`src/rtl/ag_ctrl_pkg.sv`:
```
// Shared state encoding and default timing constants for the hysteresis actuator controller.
package ag_ctrl_pkg;

   typedef enum logic [1:0] {
      ST_OFF     = 2'd0,
      ST_MIN_ON  = 2'd1,
      ST_ON      = 2'd2,
      ST_MIN_OFF = 2'd3
   } ch_state_e;

   localparam int unsigned DEF_NUM_CH      = 4;
   localparam int unsigned DEF_SENSOR_W    = 8;
   localparam int unsigned DEF_TIMER_W     = 24;
   localparam int unsigned DEF_MIN_ON_CYC  = 250000;
   localparam int unsigned DEF_MIN_OFF_CYC = 250000;
   localparam int unsigned DEF_MAX_ON_CYC  = 15000000;

endpackage

```
`src/rtl/ag_channel_fsm.sv`:
```
// One actuator channel: demand compare, anti-short-cycle FSM, min/max timers and max-on fault.
// PFC_FAULT_STICKY_EN: fault stays latched until a fault_clr pulse while no switch-on demand.
module ag_channel_fsm
   import ag_ctrl_pkg::*;
#(
   parameter int unsigned SENSOR_W    = DEF_SENSOR_W,
   parameter int unsigned TIMER_W     = DEF_TIMER_W,
   parameter int unsigned MIN_ON_CYC  = DEF_MIN_ON_CYC,
   parameter int unsigned MIN_OFF_CYC = DEF_MIN_OFF_CYC,
   parameter int unsigned MAX_ON_CYC  = DEF_MAX_ON_CYC
) (
   input  logic                clk,
   input  logic                rst_n,
   input  logic                i_ena,
   input  logic [SENSOR_W-1:0] i_sample,
   input  logic [SENSOR_W-1:0] i_thr_on,
   input  logic [SENSOR_W-1:0] i_thr_off,
   input  logic                i_dir,
   input  logic                i_ch_en,
   input  logic                i_ovr,
   input  logic                i_fault_clr,
   output logic                o_act,
   output logic [1:0]          o_state,
   output logic                o_fault,
   output logic                o_cfg_err
);

   localparam logic [TIMER_W-1:0] TMR_MAX      = '1;
   localparam logic [TIMER_W-1:0] MIN_ON_LAST  = TIMER_W'(MIN_ON_CYC - 1);
   localparam logic [TIMER_W-1:0] MIN_OFF_LAST = TIMER_W'(MIN_OFF_CYC - 1);
   localparam logic [TIMER_W-1:0] MAX_ON_T     = TIMER_W'(MAX_ON_CYC);

   ch_state_e          r_state, w_state_nxt;
   logic [TIMER_W-1:0] r_timer, w_timer_nxt, w_timer_inc;
   logic [TIMER_W-1:0] r_on_cnt, w_on_cnt_nxt, w_on_inc;
   logic               r_fault, w_fault_nxt;
   logic               r_cfg_err, w_cfg_err_nxt;
   logic               r_act, w_act_nxt;
   logic               w_on_req, w_off_req, w_force_off, w_allowed, w_max_hit, w_clr_ok;

   // Demand decode; direction selects which side of the band asks for actuation.
   always_comb begin
      if (i_dir) begin
         w_on_req      = (i_sample <= i_thr_on);
         w_off_req     = (i_sample >= i_thr_off);
         w_cfg_err_nxt = !(i_thr_on < i_thr_off);
      end else begin
         w_on_req      = (i_sample >= i_thr_on);
         w_off_req     = (i_sample <= i_thr_off);
         w_cfg_err_nxt = !(i_thr_on > i_thr_off);
      end
   end

   assign w_timer_inc = (r_timer == TMR_MAX) ? r_timer : r_timer + TIMER_W'(1);
   assign w_on_inc    = (r_on_cnt == TMR_MAX) ? r_on_cnt : r_on_cnt + TIMER_W'(1);
   assign w_force_off = !i_ch_en || i_ovr || r_cfg_err;
   assign w_allowed   = !w_force_off && !r_fault;

`ifdef PFC_FAULT_STICKY_EN
   assign w_clr_ok = i_fault_clr;
`else
   logic w_unused_fault_clr;
   assign w_unused_fault_clr = i_fault_clr;
   assign w_clr_ok = 1'b1;
`endif

   always_comb begin
      w_state_nxt  = r_state;
      w_timer_nxt  = r_timer;
      w_on_cnt_nxt = r_on_cnt;
      w_fault_nxt  = r_fault;
      w_max_hit    = 1'b0;
      case (r_state)
         ST_OFF: begin
            if (w_on_req && w_allowed) begin
               w_state_nxt  = ST_MIN_ON;
               w_timer_nxt  = '0;
               w_on_cnt_nxt = '0;
            end
         end
         ST_MIN_ON, ST_ON: begin
            w_on_cnt_nxt = w_on_inc;
            w_max_hit    = (w_on_inc >= MAX_ON_T);
            if (r_state == ST_MIN_ON) w_timer_nxt = w_timer_inc;
            // Force-off and max-on pre-empt the minimum on time; off demand only counts in ON.
            if (w_max_hit || w_force_off || ((r_state == ST_ON) && w_off_req)) begin
               w_state_nxt  = ST_MIN_OFF;
               w_timer_nxt  = '0;
               w_on_cnt_nxt = '0;
            end else if ((r_state == ST_MIN_ON) && (r_timer == MIN_ON_LAST)) begin
               w_state_nxt = ST_ON;
            end
         end
         ST_MIN_OFF: begin
            w_timer_nxt = w_timer_inc;
            if (r_timer == MIN_OFF_LAST) w_state_nxt = ST_OFF;
         end
         default: w_state_nxt = ST_OFF;
      endcase
      if (w_max_hit) w_fault_nxt = 1'b1;
      else if (r_fault && !w_on_req && w_clr_ok) w_fault_nxt = 1'b0;
      w_act_nxt = (w_state_nxt == ST_MIN_ON) || (w_state_nxt == ST_ON);
   end

   always_ff @(posedge clk or negedge rst_n) begin
      if (!rst_n) begin
         r_state   <= ST_OFF;
         r_timer   <= '0;
         r_on_cnt  <= '0;
         r_fault   <= 1'b0;
         r_cfg_err <= 1'b0;
         r_act     <= 1'b0;
      end else if (i_ena) begin
         r_state   <= w_state_nxt;
         r_timer   <= w_timer_nxt;
         r_on_cnt  <= w_on_cnt_nxt;
         r_fault   <= w_fault_nxt;
         r_cfg_err <= w_cfg_err_nxt;
         r_act     <= w_act_nxt;
      end
   end

   assign o_act     = r_act;
   assign o_state   = r_state;
   assign o_fault   = r_fault;
   assign o_cfg_err = r_cfg_err;

endmodule

```
`src/rtl/ag_hysteresis_ctrl.sv`:
```
// N-channel hysteresis actuator controller: sample capture, override register, per-channel FSMs.
// PFC_FAULT_STICKY_EN selects latched max-on faults cleared by fault_clr.
module ag_hysteresis_ctrl
   import ag_ctrl_pkg::*;
#(
   parameter int unsigned NUM_CH      = DEF_NUM_CH,
   parameter int unsigned SENSOR_W    = DEF_SENSOR_W,
   parameter int unsigned TIMER_W     = DEF_TIMER_W,
   parameter int unsigned MIN_ON_CYC  = DEF_MIN_ON_CYC,
   parameter int unsigned MIN_OFF_CYC = DEF_MIN_OFF_CYC,
   parameter int unsigned MAX_ON_CYC  = DEF_MAX_ON_CYC
) (
   input  logic                         clk,
   input  logic                         rst_n,
   input  logic                         ena,
   input  logic [NUM_CH*SENSOR_W-1:0]   sensor_in,
   input  logic                         sensor_valid,
   input  logic [NUM_CH*SENSOR_W-1:0]   thr_on,
   input  logic [NUM_CH*SENSOR_W-1:0]   thr_off,
   input  logic [NUM_CH-1:0]            dir,
   input  logic [NUM_CH-1:0]            ch_enable,
   input  logic                         cmd_override,
   input  logic                         fault_clr,
   output logic [NUM_CH-1:0]            actuator_out,
   output logic [2*NUM_CH-1:0]          ch_state,
   output logic [NUM_CH-1:0]            fault,
   output logic [NUM_CH-1:0]            cfg_err,
   output logic                         fault_any
);

   logic [NUM_CH*SENSOR_W-1:0] r_sample;
   logic                       r_ovr;

   // Sample hold and one-cycle override register.
   always_ff @(posedge clk or negedge rst_n) begin
      if (!rst_n) begin
         r_sample <= '0;
         r_ovr    <= 1'b0;
      end else if (ena) begin
         if (sensor_valid) r_sample <= sensor_in;
         r_ovr <= cmd_override;
      end
   end

   for (genvar i = 0; i < NUM_CH; i++) begin : g_ch
      ag_channel_fsm #(
         .SENSOR_W   (SENSOR_W),
         .TIMER_W    (TIMER_W),
         .MIN_ON_CYC (MIN_ON_CYC),
         .MIN_OFF_CYC(MIN_OFF_CYC),
         .MAX_ON_CYC (MAX_ON_CYC)
      ) u_ch (
         .clk        (clk),
         .rst_n      (rst_n),
         .i_ena      (ena),
         .i_sample   (r_sample[i*SENSOR_W +: SENSOR_W]),
         .i_thr_on   (thr_on[i*SENSOR_W +: SENSOR_W]),
         .i_thr_off  (thr_off[i*SENSOR_W +: SENSOR_W]),
         .i_dir      (dir[i]),
         .i_ch_en    (ch_enable[i]),
         .i_ovr      (r_ovr),
         .i_fault_clr(fault_clr),
         .o_act      (actuator_out[i]),
         .o_state    (ch_state[2*i +: 2]),
         .o_fault    (fault[i]),
         .o_cfg_err  (cfg_err[i])
      );
   end

   assign fault_any = |(fault | cfg_err);

endmodule

```
`config.mk`:
```
export PLATFORM = sky130hd
export DESIGN_NAME = ag_hysteresis_ctrl
export DESIGN_NICKNAME = d
export VERILOG_FILES = /design/src/rtl/ag_ctrl_pkg.sv /design/src/rtl/ag_channel_fsm.sv /design/src/rtl/ag_hysteresis_ctrl.sv
export SDC_FILE = /design/constraint.sdc
export NUM_CORES = 1
export LEC_CHECK = 0
export CAP_MARGIN = 20
export CORE_MARGIN = 4
export CORE_UTILIZATION = 55
export CTS_CLUSTER_DIAMETER = 120
export CTS_CLUSTER_SIZE = 25
export DETAILED_ROUTE_END_ITERATION = 7
export HOLD_SLACK_MARGIN = 0.02
export PLACE_DENSITY = 0.8
export RECOVER_POWER = 50
export SKIP_CTS_REPAIR_TIMING = 1
export SLEW_MARGIN = 30
export SYNTH_ARGS = -nofsm -noshare
export SYNTH_HDL_FRONTEND = slang
export SYNTH_HIERARCHICAL = 1
export SYNTH_SLANG_ARGS = --single-unit
```
`constraint.sdc`:
```
create_clock -name clk -period 10 [get_ports clk]
set_clock_uncertainty 0.05 [all_clocks]
set_input_delay 2 -clock clk [delete_from_list [all_inputs] [get_ports clk]]
set_output_delay 2 -clock clk [all_outputs]
set_load 0.005 [all_outputs]
```
## Yosys cells after proc, flatten, opt, wreduce, memory -nomap -nowiden

Cells that the tools add are included.

- Flip-flop bits (word level): 245
- Input port bits: 110
- Output and inout port bits: 21
- Word-level logic and storage cells: 273

- $add $sub $neg: 8
- Order comparisons: 28
- Equal/unequal tests: 40
- Mux-type cells: 76
- Bitwise gates (word level): 1
- Reduce and logical (&&, ||, !) cells: 94

Operators by type and width:

| operator | count |
|---|---|
| $mux 24 | 24 |
| $pmux 24 s3 | 4 |
| $add 24x1->24 const B | 8 |
| $eq 24x24->1 const B | 8 |
| $pmux 24 s2 | 4 |
| $eq 24x18->1 const B | 4 |
| $ge 24x24->1 const B | 4 |
| $ge 8x8->1 | 8 |
| $le 8x8->1 | 8 |
| $gt 8x8->1 | 4 |
| $lt 8x8->1 | 4 |
| $mux 2 | 16 |
| $eq 2x2->1 const B | 12 |
| $logic_not 1->1 | 24 |
| $mux 1 | 24 |
| $pmux 2 s3 | 4 |
| $reduce_and 3->1 | 8 |
| $logic_and 1x1->1 | 20 |
| $logic_or 1x1->1 | 20 |
| $eq 2x1->1 const B | 8 |
| $reduce_bool 2->1 | 8 |
| $ne 3x1->1 const B | 4 |
| $reduce_and 2->1 | 5 |
| $logic_not 2->1 | 4 |
| other kinds (4) | 10 |

## Logic depth before layout (Yosys ltp)

Gate-level depths: netlist (run 1).

- Depth after elaboration: 10
- Mapped depth: 14
- Gate-level depth less buffers: 12

## By module

The synthesis (run 1) kept the hierarchy.

By module, submodules not included:

| module | times used | cells an instance | area each (um2) |
|---|---|---|---|
| ag_channel_fsm at g_ch[0].u_ch ... | 2 | 482 | 4134.0 |
| ag_channel_fsm at g_ch[1].u_ch | 1 | 545 | 4610.7 |
| ag_channel_fsm at g_ch[3].u_ch | 1 | 501 | 4171.5 |
| ag_hysteresis_ctrl | 1 | 73 | 1397.6 |

## Least setup slack after synthesis (run 1)

OpenSTA, ideal clock, no wires.

- Path type: input to register
- Start point: input port thr_off[1]
- End point: register g_ch[0].u_ch.r_timer[17]
- Setup time: 129 ps
- Arrival time: 4783 ps
- Slack: 5038 ps
- Cell stages on the path: 14
- Path through: inv_1 -> ha_1 -> nor2b_1 -> o21a_1 -> o21ai_0 -> a21oi_1 -> o21ai_0 -> or4b_2 -> a221o_2 -> mux2_4 -> buf_6 -> buf_6 -> a32oi_1 -> o31ai_1

- Word-level cells in the longest chain between the ends: 6

Ends and longest elaborated chain:

| what | RTL line | text |
|---|---|---|
| start, declared | ag_hysteresis_ctrl.sv:19 | `input logic [NUM_CH*SENSOR_W-1:0] thr_off,` |
| $le 8x8->1 or $ge 8x8->1 (tied branches) | ag_channel_fsm.sv:49, ag_channel_fsm.sv:45 |  |
| $mux 1 * | ag_channel_fsm.sv:43 | `if (i_dir) begin` |
| $logic_and 1x1->1 * | ag_channel_fsm.sv:86 | `if (w_max_hit \|\| w_force_off \|\| ((r_state == ST_ON) && w_off_req)) begin` |
| $logic_or 1x1->1 * | ag_channel_fsm.sv:86 |  |
| $ne 3x1->1 (no source line) or $mux 24 (tied branches) | -- |  |
| $reduce_and 3->1 (no source line) or $pmux 24 s3 (tied branches) | -- |  |
| end signal, assigned | ag_channel_fsm.sv:115 | `r_timer <= w_timer_nxt;` |
| end, declared | ag_channel_fsm.sv:34 | `logic [TIMER_W-1:0] r_timer, w_timer_nxt, w_timer_inc;` |

Every way passes the cells marked *; elsewhere a longest branch is shown, timed or not.
A chain may end at the register's enable or synchronous reset.

==> results of run 1 <==
[state kept, by name, indices dropped and copies added, names as in the netlist]
signal	flops
g_ch.u_ch/o_act	4
r_sample	32
g_ch.u_ch/o_cfg_err	4
g_ch.u_ch/r_on_cnt	96
g_ch.u_ch/r_timer	96
g_ch.u_ch/o_state	8
g_ch.u_ch/o_fault	4
r_ovr	1
[power groups by stage]
stage          sequential (mW)  clock, mW  combinational, mW
6_report                  1.16      0.595               1.13
5_1_grt                   1.17      0.653               1.26
4_1_cts                   1.16      0.618               1.12
3_5_place_dp              1.17          0               1.12
3_3_place_gp              1.17          0               1.08
2_1_floorplan             1.14          0              0.802
[area by class of cell]
type                            instances  area [um^2]  area share
Tap cell                              442          553      0.0273
Inverter                              128          480      0.0237
Clock inverter                          1         30.0     0.00148
Clock buffer                           14          329      0.0162
Multi-Input combinational cell       1630        11300       0.559
Timing Repair Buffer                  144         1410      0.0694
Sequential cell                       245         6130       0.303
[layer usage]
layer	global-route usage	share of wire	up-vias
met1	0.364	0.45	8246
met2	0.444	0.47	568
met5	0	0	-
li1	-	-	8061
met3	0.0358	0.061	79
met4	0.0657	0.021	0
[path summary, 6_finish.rpt]
check | from | to | slack (ns)
min in group asynchronous | rst_n | g_ch[3].u_ch/r_on_cnt[23] | 2.39
min reg2reg | r_sample[24] | r_sample[24] | 0.45
max reg2reg | g_ch[0].u_ch/r_on_cnt[0] | g_ch[0].u_ch/r_timer[14] | 5.63
min | r_sample[24] | r_sample[24] | 0.45
max in group clk | ena | r_sample[10] | 3.45
max | rst_n | g_ch[1].u_ch/r_timer[10] | 3.31
[Yosys cell counts (14+ instances only)]
cell type and n:
mux2i_1 20, nand3_1 106, ha_1 120, nand2b_1 15, a21oi_1 82, nor2_1 108
xor2_1 19, and3_1 51, nor3_1 47, dfrtp_1 245, nor2b_1 48, and4_1 26
nand4_1 75, a31oi_1 65, mux2_4 33, a22o_1 26, o21a_1 16, o31ai_1 55
a211oi_1 20, inv_1 128, a21o_1 30, nand3b_1 20, o22ai_1 14, or3_1 27
clkbuf_1 31, buf_2 26, o21ai_0 114, xnor2_1 18, and2_1 23, nor4_1 24
nand2_1 173
[through the flow]
| step | instance area [um^2] | power, mW | util | setup slack (ns) |
|---|---|---|---|---|
| global route | 20300 | 3.08 | 0.618 | 2.15 |
| CTS | 20300 | 2.90 | 0.619 | 4.37 |
| global placement | 19900 | 2.25 | 0.607 | 3.90 |
| finish | 20300 | 2.88 | 0.618 | 3.31 |
| floorplan | 18400 | 1.94 | - | 5.04 |
| detailed placement | 19900 | 2.29 | 0.608 | 3.87 |
[cells by family (layout without fill, tap and decap cells)]
group | count (synthesis) | after routing | synth area share
mux | 63 | 63 | 0.0438
flops | 245 | 245 | 0.332
compound gates | 579 | 579 | 0.218
xor+xnor | 37 | 37 | 0.0176
buf+inv | 208 | 287 | 0.0517
fa+ha+maj | 120 | 120 | 0.0814
simple gates | 831 | 831 | 0.255
==> results.md, run 1 <==
* Status: complete, but fails checks
* Failing checks: capacitance limit, slew limit
* Syn nets at between 2000 and 2500
* Htree depth at 1
* Nets at ~2400
* Syn Inst Count at 2083
* Port bufs at 129
* EDFF count, synth at 0
* Setup TNS at 0 ns
* Switch share at 0.390
* Fin. Hold Viols at 0
* Power per standard cell area at 142 mW/mm^2
* Synth cell types at 104
* Most frequent cells in the layout: dfrtp_1 (245), nand2_1 (174), inv_1 (128), clkdlybuf4s50_1 (127), ha_1 (120)
* Switching pwr at ~1.1 mW
* Clock power share at 0.206
* Area growth syn-to-layout at 9.86%
* Internal at 1.76 mW
* CTS tree: built
* Ys async rst share at 1.00
* DR iter-0 viols at ~1800
* Mapped cell area at 0.0184 mm^2
* Reg power frac at 0.401
* Clock sinks at about 250
* Clk buf depth at 3
* Layout cells sized above 1 at 0.0634
* Pin count of the biggest net entering global routing at 120
* Top Ports at 131
* Synth warn at 6
* Most used cell, CP: clkbuf_1
* Non-filler instance count after layout at roughly 2600
* DRC viols at 0
* Worst path depth at 2
* Starting Density at 0.563
* Static leakage at slightly below 9 nW
* CTS buffer count at 13
* Core area at ~0.033 mm^2
* Fin crit share at 0.669
* # fillers at around 2800
* Fmax at 149 MHz
* Drt pass-1 iters at 6
* Max-Cap Viols at 4
* DP Cell Count at approximately 2600
* GPL Wtd Cong at 0.934
* Req. time, crit path at roughly 10 ns
* CP Buf/Inv Count at 2
* Skew-Pair Late Insertion Delay at ~0.5 ns
* Die H at 191 um
* Via Count at 17000
* Hpwl dp at between 30000 and 40000 um
* Peak supply drop at 89.1 uV
* Commonest non-fill, non-tap cell in the layout: dfrtp_1
* Period minus WS final at 6.69 ns
* Worst hold slack at about 0.45 ns
* Top-area cell type share of the netlist area at 0.332
* Overall Global Routing Usage at 0.264
* Critical-path maximum fanout at 60
* Worst path arrival time at around 6.5 ns
* Logic gate share of total power at 0.393
* Mean Syn Cell Area at around 8.9 um^2
* Max incr delay on CP at roughly 2.4 ns
* Routed wire length at slightly below 50000 um
* Post-route ant nets at 0
* Kind of critical path: in2async
* Worst slew pin tran at about 3.3 ns
* Rel. slew slack at -1.18
* Largest cells by area after synthesis: dfrtp_1 (33%), ha_1 (8.1%), nand2_1 (3.5%)
* Ant. Diodes at 0
* GR Overflow Total at 0
* Sequential area share after synthesis at 0.332
* Die W at roughly 190 um
* Vias in the first global route at approximately 16000
* Die area at about 0.037 mm^2
* Flip-flop and latch count after synthesis at between 200 and 250
* CTS clk-pin slew, worst paths at around 0.10 ns
* Worst Setup Start Kind: input pin
* Slew Viols, Final at between 150 and 200
* Hold WC Path Type: reg2reg
* Initial antenna violation count at 1
* Top_reg_cell synth: dfrtp_1
* Routed WL per cell at about 19 um
* Std cell rows at 66
* Global-route wire length before repair at between 80000 and 90000 um
* R2R depth at 12
* CP top delay family: buffers and inverters
* RSZ-0062 raised after global routing: no
* Worst Setup End Kind: asynchronous set/reset pin
* CP cell instances: clkbuf_1 > clkbuf_1
* Hold Crit Depth at 1
* Slowest-stage cell, CP: clkbuf_1
* Setup Viol. Count Final at 0
* Vias per std cell at around 6.5
* Root buf cell: clkbuf_16
* Area leader, netlist: dfrtp_1
Power figures use the tool's default switching activity.
==> run 2, diff against run 1 <==
==> constraint.sdc (replaced) <==
create_clock -name clk -period 6.3 [get_ports clk]
set_clock_uncertainty 0.05 [all_clocks]
set_input_delay 1.26 -clock clk [delete_from_list [all_inputs] [get_ports clk]]
set_output_delay 1.26 -clock clk [all_outputs]
set_load 0.005 [all_outputs]
==> run 2 against run 1 <==
The flow still finishes with violations (capacitance limit, slew limit). Critical endpoint is now g_ch[1].u_ch/r_timer[1]. Sequential share of layout area unchanged. First-iteration DRC count down 23%. Non-clock buffer count unchanged. Sequential power up 59%. Final cell count unchanged. Highest routed layer unchanged.
==> results.md, run 2 (synthesized netlist as in run 1, its figures left out) <==
* Global-route wire length before repair at 80000 um (-2.4%)
* Std cell rows at 66 (unchanged)
* Setup Viol. Count Final at 0 (unchanged)
* Req. time, crit path at 6.68 ns (-3.16 ns)
* Area growth syn-to-layout at 9.86% (unchanged)
* Htree depth at 1 (unchanged)
* Routed wire length at 48800 um (-0.22%)
* CTS clk-pin slew, worst paths at 0.10 ns (about the same)
* Root buf cell: clkbuf_16
* Switching pwr at 1.79 mW (+60%)
* GPL Wtd Cong at 0.933 (-0.14%)
* RSZ-0062 raised after global routing: no
* Fmax at 212 MHz
* R2r startpoint: g_ch[1].u_ch/r_on_cnt[0]
* Post-place setup slack at 1.15 ns (-2.72 ns)
* Worst Setup Start Kind: input pin
* # fillers at 2814 (+0.68%)
* Die H at 191 um (unchanged)
* R2R depth at 10 (-2)
* Post-route cell area at 0.0203 mm^2 (unchanged)
* Initial antenna violation count at 0 (-1)
* Pin count of the biggest net entering global routing at 135 (+13%)
* GR Overflow Total at 0 (unchanged)
* Worst setup path start: thr_off[15]
* Clk buf depth at 3 (unchanged)
* Die W at 191 um (unchanged)
* Internal at 2.79 mW (+59%)
* Port bufs at 129 (unchanged)
* Power per standard cell area at 226 mW/mm^2 (+59%)
* Critical Path End: g_ch[1].u_ch/r_timer[1]
* Post-route ant nets at 0 (unchanged)
* DP Cell Count at 2588 (unchanged)
* Max-Cap Viols at 3 (-1)
* Skew-Pair Late Insertion Delay at 0.49 ns (about the same)
* Layout cells sized above 1 at 0.0643 (+0.000925)
* Commonest non-fill, non-tap cell in the layout: dfrtp_1
* CTS buffer count at 13 (unchanged)
* DR iter-0 viols at 1361 (-23%)
* Reg power frac at 0.401 (about the same)
* Hpwl dp at 35400 um (-0.18%)
* Die area at 0.0365 mm^2 (unchanged)
* Clock power share at 0.205 (about the same)
* Starting Density at 0.563 (unchanged)
* Hold WC Path Type: reg2reg
* Ant. Diodes at 0 (unchanged)
* Switch share at 0.391 (+0.00143)
* Overall Global Routing Usage at 0.258 (-0.00594)
* Worst path arrival time at 5.10 ns (-1.44 ns)
* Slew Viols, Final at 147 (-22%)
* DP Area at 0.0199 mm^2 (about the same)
* Core area at 0.0328 mm^2 (unchanged)
* Fin. Hold Viols at 0 (unchanged)
* Kind of critical path: in2reg
* Failing checks: capacitance limit, slew limit
* Fin crit share at 0.750
* Worst slew pin tran at 2.29 ns (-0.973 ns)
* Non-filler instance count after layout at 2604 (unchanged)
* Period minus WS final at roughly 4.7 ns
* DRC viols at 0 (unchanged)
* Status: complete, but fails checks
* Setup TNS at 0 ns (unchanged)
* Peak supply drop at 197 uV (+120%)
* CTS tree: built
* Worst Setup End Kind: register
* Vias in the first global route at 15800 (-3.2%)
* Static leakage at 8.66 nW (+0.18%)
* Most frequent cells in the layout: dfrtp_1 (245), nand2_1 (174), inv_1 (128), clkdlybuf4s50_1 (124), ha_1 (120)
* Top Ports at 131 (unchanged)
* Setup slack after layout at 1.57 ns (-1.73 ns)
* Routed WL per cell at 18.7 um (-0.22%)
* Worst R2R End: g_ch[1].u_ch/r_timer[1]
* Vias per std cell at 6.50 (-0.24%)
* Top Registers: g_ch.u_ch/r_on_cnt (96), g_ch.u_ch/r_timer (96), r_sample (32)
* Critical-path maximum fanout at 13 (-78%)
* Clock sinks at 245 (unchanged)
* Nets at 2392 (unchanged)
* Rel. slew slack at -0.533 (+0.645)
* Via Count at 16900 (-0.24%)
* Logic gate share of total power at 0.393 (about the same)
* Drt pass-1 iters at 6 (unchanged)
* Reg2reg setup slack at 2.04 ns (-3.59 ns)
==> run 2: cell count changes in the layout (fill, tap and decap cells not counted), sizes merged <==
cell	change
clkdlybuf4s50	-3
dlygate4sd3	+3
==> run 2: metrics by stage <==
stage | total power, mW | hold WS (ns) | utilization
floorplan | 3.08 | 0.415 | -
global placement | 3.58 | 0.437 | 0.608
detailed placement | 3.65 | 0.443 | 0.608
CTS | 4.61 | 0.462 | 0.619
global route | 4.88 | 0.488 | 0.618
finish | 4.59 | 0.459 | 0.618
==> run 2: cell type report <==
class                   count  area, um^2  area share
repair buffers            144        1400      0.0691
flip-flops and latches    245        6130       0.303
multi-input cells        1630       11300       0.560
clock buffers              14         329      0.0162
inverters                 128         480      0.0237
clock inverters             1        30.0     0.00148
well taps                 442         553      0.0273
==> run 2: worst min-delay path by stage <==
stage / startpoint / slack, ns / cells after the start / to
2_1_floorplan: g_ch[1].u_ch/r_timer[13] / 0.42 / 1 / g_ch[1].u_ch/r_timer[13]
3_3_place_gp: g_ch[0].u_ch/r_timer[15] / 0.44 / 1 / g_ch[0].u_ch/r_timer[15]
3_5_place_dp: g_ch[2].u_ch/r_on_cnt[23] / 0.44 / 1 / g_ch[2].u_ch/r_on_cnt[23]
4_1_cts: g_ch[0].u_ch/r_timer[23] / 0.46 / 1 / g_ch[0].u_ch/r_timer[23]
5_1_grt: g_ch[2].u_ch/r_timer[23] / 0.49 / 1 / g_ch[2].u_ch/r_timer[23]
6_report: g_ch[0].u_ch/r_timer[23] / 0.46 / 1 / g_ch[0].u_ch/r_timer[23]
==> run 2: worst max-delay path: stages <==
cell	delay, ns
clkdlybuf4s50_1	0.45
inv_1	0.06
ha_1	0.31
nand4_1	0.28
o21bai_1	0.14
a211oi_1	0.24
a211oi_1	0.10
nor2_1	0.47
o2111a_2	0.49
o21ai_2	0.23
a21oi_1	0.77
a32o_1	0.27
==> run 2: routing by layer <==
layer  vias up  part of all wire  GRT usage
met4         0             0.014     0.0439
met3        57             0.055     0.0232
met1      8241              0.46      0.371
li1       8052                 -          -
met5         -                 0          0
met2       564              0.48      0.435
==> run 2: power groups by stage <==
stage          Combinational, mW  Clock (mW)  Sequential [mW]
2_1_floorplan               1.27           0             1.81
3_3_place_gp                1.72           0             1.86
3_5_place_dp                1.78           0             1.87
4_1_cts                     1.79       0.982             1.84
5_1_grt                     1.99        1.04             1.86
6_report                    1.80       0.942             1.84
